File: src/rtl/seq_div_u2.sv
// ============================================================================
//  Module   : seq_div_u2
//  Purpose  : Sequential signed radix-2 restoring divider, one quotient bit
//             per clock, start/busy/done handshake.
//  Revision : 1.0  initial release
// ============================================================================
`default_nettype none

module seq_div_u2 #(
    parameter int WIDTH = 4
) (
    input  logic             clk,
    input  logic             rst_n,
    input  logic             start,
    input  logic [WIDTH-1:0] dividend,
    input  logic [WIDTH-1:0] divisor,
    output logic             busy,
    output logic             done,
    output logic [WIDTH-1:0] quotient,
    output logic [WIDTH-1:0] remainder,
    output logic             div_by_zero,
    output logic             overflow
);

    localparam int CW = (WIDTH > 1) ? $clog2(WIDTH) : 1;

    localparam logic [1:0] S_IDLE = 2'd0;
    localparam logic [1:0] S_CALC = 2'd1;
    localparam logic [1:0] S_FIX  = 2'd2;

    localparam logic [WIDTH-1:0] C_MIN = {1'b1, {(WIDTH-1){1'b0}}};
    localparam logic [WIDTH-1:0] C_ONE = {{(WIDTH-1){1'b0}}, 1'b1};

    logic [1:0]       state_q,     state_d;
    logic [CW-1:0]    cnt_q,       cnt_d;
    logic [WIDTH-1:0] quo_q,       quo_d;
    logic [WIDTH-1:0] rem_q,       rem_d;
    logic [WIDTH-1:0] dvs_q,       dvs_d;
    logic [WIDTH-1:0] dvd_q,       dvd_d;
    logic             sn_q,        sn_d;
    logic             sd_q,        sd_d;
    logic             dz_q,        dz_d;
    logic             ov_q,        ov_d;
    logic [WIDTH-1:0] quotient_q,  quotient_d;
    logic [WIDTH-1:0] remainder_q, remainder_d;
    logic             dbz_out_q,   dbz_out_d;
    logic             ovf_out_q,   ovf_out_d;
    logic             done_q,      done_d;

    logic [WIDTH-1:0] w_dvd_abs;
    logic [WIDTH-1:0] w_dvs_abs;
    logic [WIDTH:0]   w_rem_sh;
    logic [WIDTH:0]   w_diff;
    logic             w_fits;
    logic [WIDTH-1:0] w_q_fix;
    logic [WIDTH-1:0] w_r_fix;

    // Magnitudes wrap naturally: |-2^(W-1)| stays 2^(W-1) as an unsigned value.
    assign w_dvd_abs = dividend[WIDTH-1] ? (~dividend + C_ONE) : dividend;
    assign w_dvs_abs = divisor[WIDTH-1]  ? (~divisor  + C_ONE) : divisor;

    // Borrow out of the trial subtraction decides the quotient bit.
    assign w_rem_sh = {rem_q, quo_q[WIDTH-1]};
    assign w_diff   = w_rem_sh - {1'b0, dvs_q};
    assign w_fits   = ~w_diff[WIDTH];

    assign w_q_fix = (sn_q ^ sd_q) ? (~quo_q + C_ONE) : quo_q;
    assign w_r_fix = sn_q ? (~rem_q + C_ONE) : rem_q;

    always_comb begin
        state_d     = state_q;
        cnt_d       = cnt_q;
        quo_d       = quo_q;
        rem_d       = rem_q;
        dvs_d       = dvs_q;
        dvd_d       = dvd_q;
        sn_d        = sn_q;
        sd_d        = sd_q;
        dz_d        = dz_q;
        ov_d        = ov_q;
        quotient_d  = quotient_q;
        remainder_d = remainder_q;
        dbz_out_d   = dbz_out_q;
        ovf_out_d   = ovf_out_q;
        done_d      = 1'b0;

        case (state_q)
            S_IDLE: begin
                if (start) begin
                    quo_d   = w_dvd_abs;
                    dvs_d   = w_dvs_abs;
                    dvd_d   = dividend;
                    rem_d   = '0;
                    cnt_d   = '0;
                    sn_d    = dividend[WIDTH-1];
                    sd_d    = divisor[WIDTH-1];
                    dz_d    = (divisor == '0);
                    ov_d    = (dividend == C_MIN) && (divisor == '1);
                    state_d = S_CALC;
                end
            end
            S_CALC: begin
                rem_d = w_fits ? w_diff[WIDTH-1:0] : w_rem_sh[WIDTH-1:0];
                quo_d = {quo_q[WIDTH-2:0], w_fits};
                cnt_d = cnt_q + 1'b1;
                if (cnt_q == CW'(WIDTH - 1)) begin
                    state_d = S_FIX;
                end
            end
            S_FIX: begin
                if (dz_q) begin
                    quotient_d  = '1;
                    remainder_d = dvd_q;
                    ovf_out_d   = 1'b0;
                end else begin
                    quotient_d  = w_q_fix;
                    remainder_d = w_r_fix;
                    ovf_out_d   = ov_q;
                end
                dbz_out_d = dz_q;
                done_d    = 1'b1;
                state_d   = S_IDLE;
            end
            default: begin
                state_d = S_IDLE;
            end
        endcase
    end

    always_ff @(posedge clk or negedge rst_n) begin
        if (!rst_n) begin
            state_q     <= S_IDLE;
            cnt_q       <= '0;
            quo_q       <= '0;
            rem_q       <= '0;
            dvs_q       <= '0;
            dvd_q       <= '0;
            sn_q        <= 1'b0;
            sd_q        <= 1'b0;
            dz_q        <= 1'b0;
            ov_q        <= 1'b0;
            quotient_q  <= '0;
            remainder_q <= '0;
            dbz_out_q   <= 1'b0;
            ovf_out_q   <= 1'b0;
            done_q      <= 1'b0;
        end else begin
            state_q     <= state_d;
            cnt_q       <= cnt_d;
            quo_q       <= quo_d;
            rem_q       <= rem_d;
            dvs_q       <= dvs_d;
            dvd_q       <= dvd_d;
            sn_q        <= sn_d;
            sd_q        <= sd_d;
            dz_q        <= dz_d;
            ov_q        <= ov_d;
            quotient_q  <= quotient_d;
            remainder_q <= remainder_d;
            dbz_out_q   <= dbz_out_d;
            ovf_out_q   <= ovf_out_d;
            done_q      <= done_d;
        end
    end

    assign busy        = (state_q != S_IDLE);
    assign done        = done_q;
    assign quotient    = quotient_q;
    assign remainder   = remainder_q;
    assign div_by_zero = dbz_out_q;
    assign overflow    = ovf_out_q;

endmodule

`default_nettype wire

File: config.mk
export PLATFORM = sky130hd
export DESIGN_NAME = seq_div_u2
export DESIGN_NICKNAME = d
export VERILOG_FILES = /design/src/rtl/seq_div_u2.sv
export SDC_FILE = /design/constraint.sdc
export NUM_CORES = 1
export LEC_CHECK = 0
export ABC_AREA = 1
export ABC_CLOCK_PERIOD_IN_PS = 3700
export CAP_MARGIN = 20
export CORE_AREA = 4 4 69 71
export DETAILED_ROUTE_END_ITERATION = 8
export DIE_AREA = 0 0 73 75
export PLACE_DENSITY = 0.73
export RECOVER_POWER = 50
export SYNTH_ARGS = -nofsm -noshare
export SYNTH_HDL_FRONTEND = slang
export SYNTH_SLANG_ARGS = --single-unit
File: constraint.sdc
create_clock -name clk -period 3.7 [get_ports clk]
set_input_delay 1.11 -clock clk [delete_from_list [all_inputs] [get_ports clk]]
set_output_delay 1.11 -clock clk [all_outputs]
set_load 0.02 [all_outputs]
==> results.json, run 1 <==
{
  "period_share": 0.753,
  "ant_nets": 0,
  "startpoint": "rst_n",
  "vias": 1438,
  "leakage_uw": 0.00106,
  "h-tree-depth": 2,
  "hold_viol_final": 0,
  "clk_pin_slew_ns": 0.07,
  "die_h_um": 75,
  "violations": "max-capacitance violations, max-slew violations",
  "crit_family": "buffers and inverters",
  "worst_slew_pin_slew_ns": 1.76,
  "end_kind": "asynchronous set/reset pin",
  "cp_max_fo": 34,
  "grt_pass1_vias": 1364,
  "maxSlewHeadroom": -0.171,
  "place_congestion": 0.810,
  "p_clk_frac": 0.162,
  "numCtsBuffers": 5,
  "grt_max_degree": 35,
  "yosys_warnings": 0,
  "switching_share": 0.429,
  "die_area_um2": 5480,
  "power.internal_uw": 1160,
  "syn_area_um2": 1820,
  "cts_setup_buffers": 0,
  "cp_num_cells": 2,
  "pin_count": 23,
  "ys_top_cells_by_count": "nand2_1 (48), dfrtp_1 (34), inv_1 (27)",
  "grt_first_pass_wirelength_mm": 6.39,
  "dp_hpwl_mm": 2.74,
  "core_um2": 4230,
  "peakVddDrop_v": 0.000365,
  "synthArstFlopShare": 1.00,
  "skew_ns": 0.00446,
  "combPwrFrac": 0.514,
  "root_buffer": "clkbuf_8",
  "start_util": 0.431,
  "power_density_nw_per_um2": 937,
  "rows": 24,
  "synth_compound_gate_area_share": 0.124,
  "drive_above_1_share": 0.0788,
  "synth_area_leaders": "dfrtp_1 (47%), nand2_1 (9.9%), ha_1 (6.9%), inv_1 (5.6%), nand3_1 (4.1%)",
  "arrival_ns": 2.85,
  "synth_mux_area_frac": 0,
  "synth-simple-area-share": 0.226,
  "antenna_found_initial": 0,
  "routed_wl_mm": 3.64,
  "grt_use_total": 0.156,
  "synth_adder_area_share": 0.0796,
  "overflow": 0,
  "drt_pre_antenna_iters": 4,
  "yosysMostFrequentCell": "nand2_1",
  "drv_slew": 35,
  "seqPwrFrac": 0.324,
  "period_needed_ns": 2.79,
  "ctsHoldBuffers": 0,
  "outcome": "finished with violations",
  "cts-resized-gates": 0,
  "path_cells": "clkdlybuf4s50_1, clkbuf_1",
  "antennaDiodeCount": 0,
  "synth_flop_cell": "dfrtp_1",
  "drcViolationCount": 0,
  "startpoint_type": "input pin",
  "critPathMaxStageDelay_ns": 1.26,
  "area_delta_synth_final_pct": 19.3,
  "critical_path_class": "input pin to asynchronous set/reset pin",
  "min_path_type": "flip-flop to flip-flop",
  "slowest_stage": "clkbuf_1",
  "post-synth-top-area-cell": "dfrtp_1",
  "ys_ff_latch": 34,
  "syn_area_per_cell_um2": 8.60,
  "nNetsFinal": 262,
  "io_buffer_count": 22,
  "viasPerCell": 4.91,
  "drt-initial-drc-count": 99,
  "synthXorXnorAreaFrac": 0.0192,
  "clock_latency_ns": 0.28,
  "hold_ws_ns": 0.493,
  "synth.net_count": 234,
  "endpoint": "dvs_q[3]$_DFFE_PN0P_",
  "synth-edff-count": 0,
  "synth_top_family_by_area": "simple AND/OR/NAND/NOR gates",
  "power_switching_uw": 876,
  "cts_tree": "done",
  "setup_tns_ns": 0,
  "yosysUniqueCellTypes": 32,
  "fmaxAchievable_mhz": 359,
  "reg2reg_setup_slack_ns": 1.78,
  "die_x_um": 73,
  "cts_sinks": 34,
  "setup_viol": 0,
  "r2r-end": "rem_q[1]$_DFFE_PN0P_",
  "crit_buf_inv": 2,
  "rsz0062_at_grt": "false",
  "yosysSeqAreaShare": 0.466,
  "syn_inst": 212,
  "r2r_cells": 12,
  "yosysTopAreaCellShare": 0.466,
  "r2r-start": "quo_q[3]$_DFFE_PN0P_",
  "cts_buffer_depth": 2,
  "cap_violations": 1,
  "holdPathStages": 2,
  "crit_required_ns": 3.76,
  "avgRoutedWirePerCell_um": 12.4
}
state kept, by name, summed over array words and instances, names as in the netlist:
| register | cells |
|---|---|
| dvd_q | 4 |
| dvs_q | 4 |
| quo_q | 4 |
| quotient | 4 |
| rem_q | 4 |
| remainder | 4 |
| cnt_q | 2 |
| state_q | 2 |
| div_by_zero | 1 |
| done | 1 |
| dz_q | 1 |
| ov_q | 1 |
| overflow | 1 |
| sd_q | 1 |
how the worst min path moves through the flow:
stage,start,to,slack (ns)
CTS,quotient[2]$_DFFE_PN0P_,quotient[2]$_DFFE_PN0P_,0.49
floorplan,dvd_q[0]$_DFFE_PN0P_,dvd_q[0]$_DFFE_PN0P_,0.45
global route,dvd_q[0]$_DFFE_PN0P_,dvd_q[0]$_DFFE_PN0P_,0.51
finish,remainder[2]$_DFFE_PN0P_,remainder[2]$_DFFE_PN0P_,0.49
detailed placement,quotient[2]$_DFFE_PN0P_,quotient[2]$_DFFE_PN0P_,0.47
global placement,remainder[3]$_DFFE_PN0P_,remainder[3]$_DFFE_PN0P_,0.47
power by group through the flow:
stage | registers, uW | clock network [uW] | logic [uW]
finish | 662 | 330 | 1050
global route | 685 | 354 | 1200
CTS | 670 | 337 | 1080
detailed placement | 676 | 0 | 1060
global placement | 671 | 0 | 1050
floorplan | 713 | 0 | 720
stage by stage:
step / cell area [um^2] / setup slack, ns / util / power (uW) / instances
2_1_floorplan: 1820 / 1.89 / - / 1430 / 212
3_3_place_gp: 2100 / 1.33 / 0.496 / 1720 / 285
3_5_place_dp: 2100 / 1.32 / 0.496 / 1740 / 285
4_1_cts: 2210 / 1.05 / 0.521 / 2090 / 293
5_1_grt: 2180 / 0.523 / 0.514 / 2240 / 293
6_report: 2180 / 0.914 / 0.514 / 2040 / 293
final cells by class:
type,instances,area (um^2)
timing repair buffer,23,224
inverter,35,135
clock inverter,3,40.0
tap,52,65.1
multi-input combinational,141,793
clock buffer,5,68.8
fill,403,2060
sequential,34,851
cell families after synthesis:
| group | count (synthesis) |
|---|---|
| buffers and inverters | 37 |
| flip-flops | 34 |
| XOR/XNOR | 4 |
| AND/OR/NAND/NOR | 88 |
| adder cells (fa/ha/maj) | 11 |
| AO/OA/AOI/OAI | 38 |
layer usage:
metal	GRT usage	wire [um]
met1	0.210	1730
met2	0.234	1670
met3	0.0427	173
met4	0.0717	65
met5	0	0
layout by cell type (no fill, tap or decap), types with 2 or more instances in the layout:
| master | Yosys | routed |
|---|---|---|
| o21ai_1 | 6 | 3 |
| nand2_1 | 48 | 49 |
| clkbuf_8 | 0 | 5 |
| clkdlybuf4s50_1 | 0 | 22 |
| o22ai_1 | 4 | 4 |
| xnor2_1 | 2 | 2 |
| a21oi_1 | 4 | 4 |
| o221ai_1 | 2 | 2 |
| o211ai_1 | 3 | 3 |
| ha_1 | 10 | 10 |
| nor2_1 | 13 | 15 |
| dfrtp_1 | 34 | 34 |
| xor2_1 | 2 | 2 |
| inv_2 | 6 | 5 |
| nand3_1 | 15 | 15 |
| o21ai_0 | 15 | 18 |
| clkinv_2 | 1 | 2 |
| inv_1 | 27 | 28 |
| nand4_1 | 4 | 4 |
Power figures use the tool's default switching activity.
==> run 2, diff against run 1 <==
--- a/config.mk
+++ b/config.mk
@@ -6,12 +6,12 @@
 export NUM_CORES = 1
 export LEC_CHECK = 0
 export ABC_AREA = 1
-export ABC_CLOCK_PERIOD_IN_PS = 3700
+export ABC_CLOCK_PERIOD_IN_PS = 2450
 export CAP_MARGIN = 20
 export CORE_AREA = 4 4 69 71
 export DETAILED_ROUTE_END_ITERATION = 8
 export DIE_AREA = 0 0 73 75
-export PLACE_DENSITY = 0.73
+export PLACE_DENSITY = 0.75
 export RECOVER_POWER = 50
 export SYNTH_ARGS = -nofsm -noshare
 export SYNTH_HDL_FRONTEND = slang
==> constraint.sdc (replaced) <==
create_clock -name clk -period 2.45 [get_ports clk]
set_input_delay 0.735 -clock clk [delete_from_list [all_inputs] [get_ports clk]]
set_output_delay 0.735 -clock clk [all_outputs]
set_load 0.02 [all_outputs]
==> run 2 against run 1 <==
Net effect:
- the run now ends clean
- via count up 3.2%
- register-to-register slack worse by 1.3 ns
- combinational power up 52%
- wire length up 0.25%
- power up 49%
- final cell count unchanged
- global-route usage down 0.54 points
- non-clock buffer count unchanged
==> results.json, run 2 (synthesis results as in run 1) <==
{
  "overflow": 0,
  "power_density_nw_per_um2": 1400,
  "switching_share": 0.442,
  "setup_viol": 0,
  "maxSlewHeadroom": 0.439,
  "antenna_found_initial": 0,
  "seqPwrFrac": 0.330,
  "antennaDiodeCount": 0,
  "dp_hpwl_mm": 2.84,
  "outcome": "finished, final reports clean",
  "power.internal_uw": 1690,
  "holdPathStages": 2,
  "grt_pass1_vias": 1391,
  "h-tree-depth": 2,
  "io_buffer_count": 22,
  "n_fill_cell": 392,
  "grt_first_pass_wirelength_mm": 6.28,
  "r2r-end": "rem_q[3]$_DFFE_PN0P_",
  "r2r_cells": 12,
  "crit_required_ns": 1.71,
  "hold_viol_final": 0,
  "design_area_um2": 2170,
  "startpoint_type": "flip-flop",
  "drt-initial-drc-count": 75,
  "numCtsBuffers": 5,
  "worst_slew_pin_slew_ns": 0.842,
  "path_cells": "inv_1, nand2_1, clkdlybuf4s50_1",
  "combPwrFrac": 0.528,
  "leakage_uw": 0.00105,
  "r2r-start": "quo_q[3]$_DFFE_PN0P_",
  "place_congestion": 0.855,
  "die_x_um": 73,
  "viasPerCell": 5.06,
  "avgRoutedWirePerCell_um": 12.5,
  "critical_path_class": "flip-flop to primary output",
  "clk_pin_slew_ns": 0.07,
  "hold_end": "remainder[3]$_DFFE_PN0P_",
  "critPathMaxStageDelay_ns": 0.53,
  "arrival_ns": 1.38,
  "crit_buf_inv": 2,
  "dp_slack_ns": 0.427,
  "reg2reg_setup_slack_ns": 0.52,
  "utilization": 0.512,
  "cts_tree": "done",
  "routed_wl_mm": 3.65,
  "rsz0062_at_grt": "false",
  "worst_slack_ns": 0.336,
  "cts_setup_buffers": 0,
  "start_util": 0.431,
  "drt_pre_antenna_iters": 4,
  "grt_use_total": 0.151,
  "cts_sinks": 34,
  "end_kind": "primary output",
  "power_uw": 3040,
  "setup_tns_ns": 0,
  "cts_buffer_depth": 2,
  "drcViolationCount": 0,
  "die_h_um": 75,
  "skew_ns": 0.00330,
  "drive_above_1_share": 0.0871,
  "slowest_stage": "clkdlybuf4s50_1",
  "cap_violations": 0,
  "root_buffer": "clkbuf_8",
  "period_needed_ns": 2.11,
  "cts-resized-gates": 0,
  "ant_nets": 0,
  "place_area_um2": 2100,
  "fmaxAchievable_mhz": 473,
  "peakVddDrop_v": 0.000504,
  "min_path_type": "flip-flop to flip-flop",
  "rows": 24,
  "power_switching_uw": 1340,
  "area_delta_synth_final_pct": 18.8,
  "crit_family": "buffers and inverters",
  "nNetsFinal": 262,
  "clock_latency_ns": 0.28,
  "hp-start": "remainder[3]$_DFFE_PN0P_",
  "p_clk_frac": 0.142,
  "period_share": 0.863,
  "core_um2": 4230,
  "die_area_um2": 5480,
  "ctsHoldBuffers": 0,
  "drv_slew": 0,
  "vias": 1484,
  "grt_max_degree": 35,
  "mostFrequentLayoutCell": "nand2_1",
  "pin_count": 23,
  "final_cell_mix": "nand2_1 (48), dfrtp_1 (34), inv_1 (28)",
  "cp_max_fo": 3
}
-- run 2: per-layer routing --
metal,global-route usage,part of all wire
met5,0,0
met4,0.0697,0.015
met3,0.0414,0.048
met2,0.243,0.46
met1,0.188,0.48
-- run 2: cell type report --
cell class / count / area (um^2) / share of cell area
Clock buffer: 6 / 82.6 / 0.0381
Clock inverter: 2 / 12.5 / 0.00577
Inverter: 35 / 135 / 0.0624
Multi-Input combinational cell: 141 / 796 / 0.367
Sequential cell: 34 / 851 / 0.393
Tap cell: 52 / 65.1 / 0.0300
Timing Repair Buffer: 23 / 225 / 0.104
-- run 2: worst max-delay path by stage --
stage	from	endpoint	slack [ns]	cells after the start
finish	state_q[1]$_DFFE_PN0P_	busy	0.34	3
global route	state_q[1]$_DFFE_PN0P_	busy	0.27	3
CTS	state_q[1]$_DFFE_PN0P_	busy	0.19	3
detailed placement	divisor[0]	dvs_q[2]$_DFFE_PN0P_	0.43	7
global placement	dividend[0]	quo_q[2]$_DFFE_PN0P_	0.47	6
floorplan	quo_q[3]$_DFFE_PN0P_	rem_q[3]$_DFFE_PN0P_	0.78	12
-- run 2: tightest hold or removal path, stage by stage (launching register included) --
cell and delay (ns):
dfrtp_1 0.34, nand2_1 0.06, nand2_1 0.06
-- run 2: metrics by stage --
stage	instances	hold WS, ns
final	293	0.484
after global routing	293	0.492
after CTS	293	0.485
after detailed placement	285	0.467
after global placement	285	0.467
after floorplan	212	0.439
-- run 2: power groups by stage --
| stage | Combinational (uW) | Clock, uW | Sequential [uW] |
|---|---|---|---|
| 2_1_floorplan | 1090 | 0 | 1080 |
| 3_3_place_gp | 1580 | 0 | 1010 |
| 3_5_place_dp | 1640 | 0 | 1020 |
| 4_1_cts | 1650 | 444 | 1010 |
| 5_1_grt | 1820 | 466 | 1030 |
| 6_report | 1600 | 432 | 1000 |
==> run 3, diff against run 2 <==
--- a/config.mk
+++ b/config.mk
@@ -8,10 +8,10 @@
 export ABC_AREA = 1
 export ABC_CLOCK_PERIOD_IN_PS = 2450
 export CAP_MARGIN = 20
-export CORE_AREA = 4 4 69 71
+export CORE_AREA = 4 4 67 69
 export DETAILED_ROUTE_END_ITERATION = 8
-export DIE_AREA = 0 0 73 75
-export PLACE_DENSITY = 0.75
+export DIE_AREA = 0 0 71 73
+export PLACE_DENSITY = 0.79
 export RECOVER_POWER = 50
 export SYNTH_ARGS = -nofsm -noshare
 export SYNTH_HDL_FRONTEND = slang
==> run 3 against run 2 <==
Net effect:
- setup slack improved by 0.0069 ns
- die area decreased by 5.3%
- final area decreased by 1.1%
- critical path depth unchanged
- global-route usage increased by 1.4 points
- clock-buffer cell count increased by 1
- sequential share of layout area increased by 0.44 points
- largest power group unchanged
==> results.json, run 3 (synthesis results as in run 1) <==
{
  "hold_ws_ns": 0.485,
  "fin_cells": 290,
  "cts-resized-gates": 0,
  "h-tree-depth": 2,
  "drive_above_1_share": 0.0708,
  "drv_slew": 0,
  "period_needed_ns": 2.11,
  "crit_required_ns": 1.71,
  "power_density_nw_per_um2": 1390,
  "cts_sinks": 34,
  "outcome": "finished, final reports clean",
  "grt_first_pass_wirelength_mm": 6.73,
  "routed_wl_mm": 3.74,
  "antenna_found_initial": 0,
  "min_path_type": "flip-flop to flip-flop",
  "power_uw": 2980,
  "die_x_um": 71,
  "setup_viol": 0,
  "leakage_uw": 0.00104,
  "numCtsBuffers": 5,
  "setup_tns_ns": 0,
  "mostFrequentLayoutCell": "nand2_1",
  "dp_hpwl_mm": 2.82,
  "drt-initial-drc-count": 77,
  "antennaDiodeCount": 0,
  "critical_path_class": "flip-flop to primary output",
  "place_congestion": 0.825,
  "cts_setup_buffers": 0,
  "period_share": 0.860,
  "n_fill_cell": 375,
  "grt_use_total": 0.164,
  "peakVddDrop_v": 0.000602,
  "pin_count": 23,
  "cts_tree": "done",
  "worst_slew_pin_slew_ns": 0.852,
  "drcViolationCount": 0,
  "dpl.cell_count": 283,
  "grt_max_degree": 35,
  "die_h_um": 73,
  "arrival_ns": 1.37,
  "clock_latency_ns": 0.28,
  "fmaxAchievable_mhz": 474,
  "rows": 23,
  "skew_ns": 0.00267,
  "ant_nets": 0,
  "end_kind": "primary output",
  "startpoint_type": "flip-flop",
  "utilization": 0.548,
  "nNetsFinal": 262,
  "final_cell_mix": "nand2_1 (49), dfrtp_1 (34), inv_1 (28)",
  "die_area_um2": 5180,
  "multi_input_area_um2": 793,
  "hold_viol_final": 0,
  "root_buffer": "clkbuf_8",
  "start_util": 0.466,
  "viasPerCell": 5.11,
  "overflow": 0,
  "area_delta_synth_final_pct": 17.5,
  "core_um2": 3910,
  "cp_max_fo": 3,
  "rsz0062_at_grt": "false",
  "grt_pass1_vias": 1499,
  "vias": 1483,
  "avgRoutedWirePerCell_um": 12.9,
  "cts_buffer_depth": 2,
  "clk_pin_slew_ns": 0.06,
  "maxSlewHeadroom": 0.432,
  "seq_area_um2": 851,
  "cap_violations": 0,
  "io_buffer_count": 22,
  "drt_pre_antenna_iters": 4,
  "ctsHoldBuffers": 0
}
==> run 3: cell types whose count changed in the layout (fill, tap and decap cells not counted) <==
cell and change:
nand2_1 +1, clkinvlp_4 -1, clkbuf_8 -1, o21ai_0 +1
clkbuf_1 +2, clkinv_2 -1, nand2_2 -1, o21ai_1 -1
==> run 3: worst paths after layout <==
check	startpoint	endpoint	slack, ns	cells past startpoint
max	state_q[1]$_DFFE_PN0P_	busy	0.34	3
min	remainder[3]$_DFFE_PN0P_	remainder[3]$_DFFE_PN0P_	0.49	2
max reg2reg	quo_q[3]$_DFFE_PN0P_	rem_q[3]$_DFFE_PN0P_	0.52	12
min reg2reg	remainder[3]$_DFFE_PN0P_	remainder[3]$_DFFE_PN0P_	0.49	2
max in group asynchronous	rst_n	done$_DFF_PN0_	0.83	2
min in group asynchronous	rst_n	quo_q[1]$_DFFE_PN0P_	1.09	2
==> run 3: metrics by stage <==
step                cell area (um^2)  setup slack, ns
floorplan                       1820            0.782
global placement                2100            0.471
detailed placement              2100            0.447
CTS                             2170            0.204
global route                    2140            0.252
finish                          2140            0.342
==> run 3: area by class of cell <==
| class | count | share of cell area |
|---|---|---|
| multi-input combinational | 141 | 0.370 |
| clock buffer | 7 | 0.0356 |
| sequential | 34 | 0.397 |
| timing repair buffer | 23 | 0.105 |
| inverter | 35 | 0.0630 |
| tap | 50 | 0.0292 |
==> run 3: where the power goes <==
group | leakage, uW | switching [uW] | internal [uW]
logic | 0.000582 | 960 | 644
clock network | 0.0000383 | 189 | 195
registers | 0.000420 | 172 | 819
==> run 3: worst max-delay path: stages, from the launching register on <==
cell and delay, ns:
dfrtp_1 0.37, inv_1 0.12, nand2_1 0.07, clkdlybuf4s50_1 0.53
==> run 3: layer usage <==
layer | wire length, um | part of all wire | GRT usage | vias up
li1 | - | - | - | 752
met1 | 1730 | 0.46 | 0.206 | 686
met2 | 1690 | 0.45 | 0.261 | 33
met3 | 200 | 0.054 | 0.0455 | 12
met4 | 112 | 0.030 | 0.0856 | 0
met5 | 0 | 0 | 0 | -
